<file path="config.mk">
export PLATFORM = sky130hd
export DESIGN_NAME = change_monitor
export DESIGN_NICKNAME = d
export VERILOG_FILES = /design/src/rtl/change_monitor.sv
export SDC_FILE = /design/constraint.sdc
export NUM_CORES = 1
export LEC_CHECK = 0
export BUFFER_PORTS_ARGS = -buffer_cell sky130_fd_sc_hd__buf_2
export CAP_MARGIN = 5
export CORE_ASPECT_RATIO = 0.5
export CORE_UTILIZATION = 55
export CTS_CLUSTER_DIAMETER = 100
export DETAILED_ROUTE_END_ITERATION = 16
export PLACE_DENSITY = 0.74
export SLEW_MARGIN = 20
export SYNTH_ARGS = -nofsm -noshare
export SYNTH_HDL_FRONTEND = slang
export SYNTH_SLANG_ARGS = --single-unit
</file>
<file path="constraint.sdc">
create_clock -name clk -period 4 [get_ports clk]
set_input_delay 0.8 -clock clk [delete_from_list [all_inputs] [get_ports clk]]
set_output_delay 0.8 -clock clk [all_outputs]
set_load 0.01 [all_outputs]
</file>
<file path="src/rtl/change_monitor.sv">
// change_monitor: logs {timestamp, data, ival} into a FWFT FIFO whenever a watched value changes.
// Define CHG_MON_DELTA_TS_EN to stamp records with cycles since the previous log instead of absolute time.
module change_monitor #(
  parameter int DATA_W = 4,
  parameter int IVAL_W = 8,
  parameter int TS_W   = 16,
  parameter int DEPTH  = 4
) (
  input  logic              clk,
  input  logic              rst,
  input  logic              en,
  input  logic [DATA_W-1:0] data_in,
  input  logic [IVAL_W-1:0] ival_in,
  output logic              rec_valid,
  input  logic              rec_ready,
  output logic [TS_W-1:0]   rec_ts,
  output logic [DATA_W-1:0] rec_data,
  output logic [IVAL_W-1:0] rec_ival,
  output logic              overflow,
  output logic [7:0]        drop_cnt
);
  localparam int AW = $clog2(DEPTH);
  localparam int RW = TS_W + DATA_W + IVAL_W;
  logic [TS_W-1:0]   ts_q, ts_d, stamp;
  logic              armed_q, armed_d;
  logic [DATA_W-1:0] last_data_q, last_data_d;
  logic [IVAL_W-1:0] last_ival_q, last_ival_d;
  logic [AW:0]       wr_q, wr_d, rd_q, rd_d;
  logic              ovf_q, ovf_d;
  logic [7:0]        drop_cnt_q, drop_cnt_d;
  logic [RW-1:0]     mem_q [DEPTH];
  logic              chg, push, pop, drop, empty, full;
`ifdef CHG_MON_DELTA_TS_EN
  logic [TS_W-1:0]   delta_q, delta_d, delta_inc;
`endif
  always_comb begin
    empty = wr_q == rd_q;
    full = (wr_q[AW] != rd_q[AW]) && (wr_q[AW-1:0] == rd_q[AW-1:0]);
    chg = en && (!armed_q || data_in != last_data_q || ival_in != last_ival_q);
    pop = !empty && rec_ready;
    push = chg && (!full || pop);
    drop = chg && full && !pop;
    ts_d = ts_q + 1'b1;
    armed_d = en;
    last_data_d = chg ? data_in : last_data_q;
    last_ival_d = chg ? ival_in : last_ival_q;
    wr_d = push ? wr_q + 1'b1 : wr_q;
    rd_d = pop ? rd_q + 1'b1 : rd_q;
    ovf_d = ovf_q | drop;
    drop_cnt_d = (drop && drop_cnt_q != 8'hff) ? drop_cnt_q + 8'd1 : drop_cnt_q;
`ifdef CHG_MON_DELTA_TS_EN
    delta_inc = &delta_q ? delta_q : delta_q + 1'b1;
    stamp = armed_q ? delta_inc : '0;
    delta_d = chg ? '0 : delta_inc;
`else
    stamp = ts_q;
`endif
    rec_valid = !empty;
    {rec_ts, rec_data, rec_ival} = empty ? '0 : mem_q[rd_q[AW-1:0]];
    overflow = ovf_q;
    drop_cnt = drop_cnt_q;
  end
  always_ff @(posedge clk or posedge rst) begin
    if (rst) begin
      ts_q <= '0;
      armed_q <= 1'b0;
      last_data_q <= '0;
      last_ival_q <= '0;
      wr_q <= '0;
      rd_q <= '0;
      ovf_q <= 1'b0;
      drop_cnt_q <= '0;
    end else begin
      ts_q <= ts_d;
      armed_q <= armed_d;
      last_data_q <= last_data_d;
      last_ival_q <= last_ival_d;
      wr_q <= wr_d;
      rd_q <= rd_d;
      ovf_q <= ovf_d;
      drop_cnt_q <= drop_cnt_d;
    end
  end
`ifdef CHG_MON_DELTA_TS_EN
  always_ff @(posedge clk or posedge rst) begin
    if (rst) delta_q <= '0;
    else delta_q <= delta_d;
  end
`endif
  // storage needs no reset: the pointers alone define which entries are live
  always_ff @(posedge clk) begin
    if (push) mem_q[wr_q[AW-1:0]] <= {stamp, data_in, ival_in};
  end
endmodule

</file>
==> metrics.md <==
| Metric | Value |
|---|---|
| Status | complete, no violations |
| Final TNS setup | 0 ps |
| Worst skew pair latency | 420 ps |
| Remaining Overflow, GRT | 0 |
| Routed vias/inst | 5.52 |
| Largest net degree at the start of global routing | 45 |
| Pwr dens | 716 nW/um^2 |
| DRC errors left | 0 |
| Final setup fails | 0 |
| DRT antenna net count | 0 |
| TritonCTS clock tree | yes |
| Initial antenna violation count | 1 |
| Adder-cell share of the synthesized area | 1.40% |
| Ys Warns | 0 |
| Core ar. | 11,000 um^2 |
| Period minus WS final | 3140 ps |
| Row cnt | 27 |
| Pwr Total | 5.26 mW |
| Compound-Gate Fraction of Synth Area | 0.120% |
| Worst slew margin | 61.4% |
| Fin. max-slew vios | 0 |
| Worst Tran Pin Value | 579 ps |
| Power share of the clock group | 29.5% |
| Most common cell after layout, fill and taps aside | edfxtp_1 |
| Largest family of logic cells by synthesized area | multiplexers |
| Mapped Cells | 344 |
| Most frequent cells in the layout | edfxtp_1 (112), buf_2 (53), dfrtp_1 (43) |
| DP Wirelength | 7210 um |
| Worst VDD drop | 0.000395 V |
| Clk root buf | clkbuf_16 |
| Final hold violations | 0 |
| Final Skew | 9.52 ps |
| H-tree depth | 4 |
| CP cell instances | buf_4 -> mux4_2 -> nor2b_1 -> buf_2 |
| Die area | 11,800 um^2 |
| Combinational share of power | 29.5% |
| WL final | 11,000 um |
| CTS clk-pin slew, worst paths | 60 ps |
| Fmax | 0.318 GHz |
| Vias in the first global route | 3,413 |
| #FFs+latches synth | 156 |
| Xor/xnor cell area share of the yosys netlist | 5.59% |
| Leak | 2.82 nW |
| Clk sinks | 156 |
| DP Cell Count | 542 |
| CP arrival | 2340 ps |
| Die Y | 77.5 um |
| Post-Synth Simple-Gate Area | 7.83% |
| Sw power | 1.63 mW |
| Layout overhead on the synthesized area | 17.3% |
| Int Power | 3.63 mW |
| Tcrit/Tclk final | 78.6% |
| Starting Density | 56.7% |
| Seq/Total Area, Yosys | 71.3% |
| Die width | 153 um |
| Worst Path Class, Setup | flop to primary output |
| Post-Synthesis Cell Area | 6260 um^2 |
| Mux share of post-synthesis cell area | 12.8% |
| Hold buffers post-CTS | 0 |
| Startpoint Class | flop |
| Sequential cell fraction of total power | 41.0% |
| Clock buffer depth | 2 |
| Syn_area_per_cell | 18.2 um^2 |
| CP max-delay cell | dfrtp_2 |
| Synth Net Count | 367 |
| Final GP Congestion | 0.791 |
| Non-filler cells, final | 575 |
| Yosys cell types | 31 |
| Global-route wire length before repair | 17,900 um |
| Post-CTS sizing | 0 |
| Avg WL per Cell | 19.2 um |
| GR Util All Layers | 20.6% |
| Vias | 3,174 |
| CP max FO | 22 |
| Setup crit end kind | primary output |
| DRT iter0 DRCs | 177 |
| HP Class | flop to flop |
| Max-Cap Viols | 0 |
| I/O Buffers | 53 |
| Share of cells above drive strength 1 | 34.3% |
| Largest stage delay on the critical path | 600 ps |
| Req. time, crit path | 3200 ps |
| Sw frac | 30.9% |
| Nets | 439 |
| First drt pass iteration count | 6 |
| Post-CTS setup buffers | 0 |
| CTS Buf Count | 17 |
| I/O Pins | 54 |
| Unrepaired setup endpoints after global routing | false |
==> kinds of logic after synthesis <==
| group | Yosys count |
|---|---|
| fa+ha+maj | 7 |
| buf+inv | 16 |
| flops | 156 |
| compound gates | 1 |
| simple gates | 81 |
| mux | 43 |
| xor+xnor | 40 |
==> cell usage after synthesis (all sizes together) <==
library cell	n	area, um^2
or2	1	6.26
nor2b	28	175
or4	1	11.3
dfrtp	44	1100
nor3	4	25.0
inv	5	18.8
mux4	28	631
nor4	4	40.0
mux2	15	169
o21bai	1	7.51
xor2	15	131
nand2	8	30.0
and2	3	18.8
clkbuf	5	18.8
xnor2	25	219
nand4	6	37.5
nor2	6	25.0
nand3	14	70.1
ha	7	87.6
edfxtp	112	3360
nor3b	3	27.5
or3b	1	11.3
buf	6	26.3
and3	1	6.26
nand2b	1	6.26
==> state kept, by name, summed over array words and instances, names as in the netlist <==
| register | flops |
|---|---|
| last_ival_q | 8 |
| mem_q | 112 |
| overflow | 1 |
| rd_q | 3 |
| armed_q | 1 |
| drop_cnt | 8 |
| wr_q | 3 |
| last_data_q | 4 |
| stamp | 16 |
==> power groups by stage <==
stage,logic [mW],registers (mW),clock network (mW)
2_1_floorplan,1.05,2.15,0
3_3_place_gp,1.53,2.17,0
3_5_place_dp,1.58,2.19,0
4_1_cts,1.58,2.16,1.58
5_1_grt,1.69,2.19,1.64
6_report,1.55,2.16,1.55
==> worst paths after layout <==
path	from	slack, ps	cells past startpoint	to
max	rd_q[0]	860	4	rec_ts[0]
min	wr_q[2]	490	1	wr_q[2]
max reg2reg	rd_q[0]	1340	6	mem_q[0][17]
min reg2reg	wr_q[2]	490	1	wr_q[2]
max in group asynchronous	rst	3060	3	rd_q[0]
min in group asynchronous	rst	510	3	last_ival_q[0]
==> worst max-delay path: cells and delay by family (launching register included) <==
family,cells,cell delay [ps]
simple gates,1,140
mux,1,570
buf+inv,2,610
flops,1,600
==> layout make-up <==
type | count | area (um^2)
Clock buffer | 17 | 425
Antenna cell | 1 | 2.50
Fill cell | 737 | 3700
Multi-Input combinational cell | 172 | 1750
Sequential cell | 156 | 4470
Clock inverter | 15 | 158
Tap cell | 145 | 181
Inverter | 5 | 18.8
Timing Repair Buffer | 64 | 348
==> layer usage <==
metal | vias to the layer above | global-route usage, % | share of wire, %
met5 | - | 0 | 0
li1 | 1453 | - | -
met2 | 73 | 34.3 | 48
met3 | 17 | 5.20 | 4.2
met1 | 1631 | 26.5 | 46
met4 | 0 | 8.18 | 1.6
==> through the flow <==
step	cell area (um^2)	hold slack, ps	utilization [%]	setup WS, ps
finish	7340	492	66.5	857
global route	7340	520	66.5	686
CTS	7340	493	66.5	779
detailed placement	6760	481	61.2	1050
global placement	6760	463	61.2	1150
floorplan	6260	462	-	118
(Power assumes the default switching activity.)
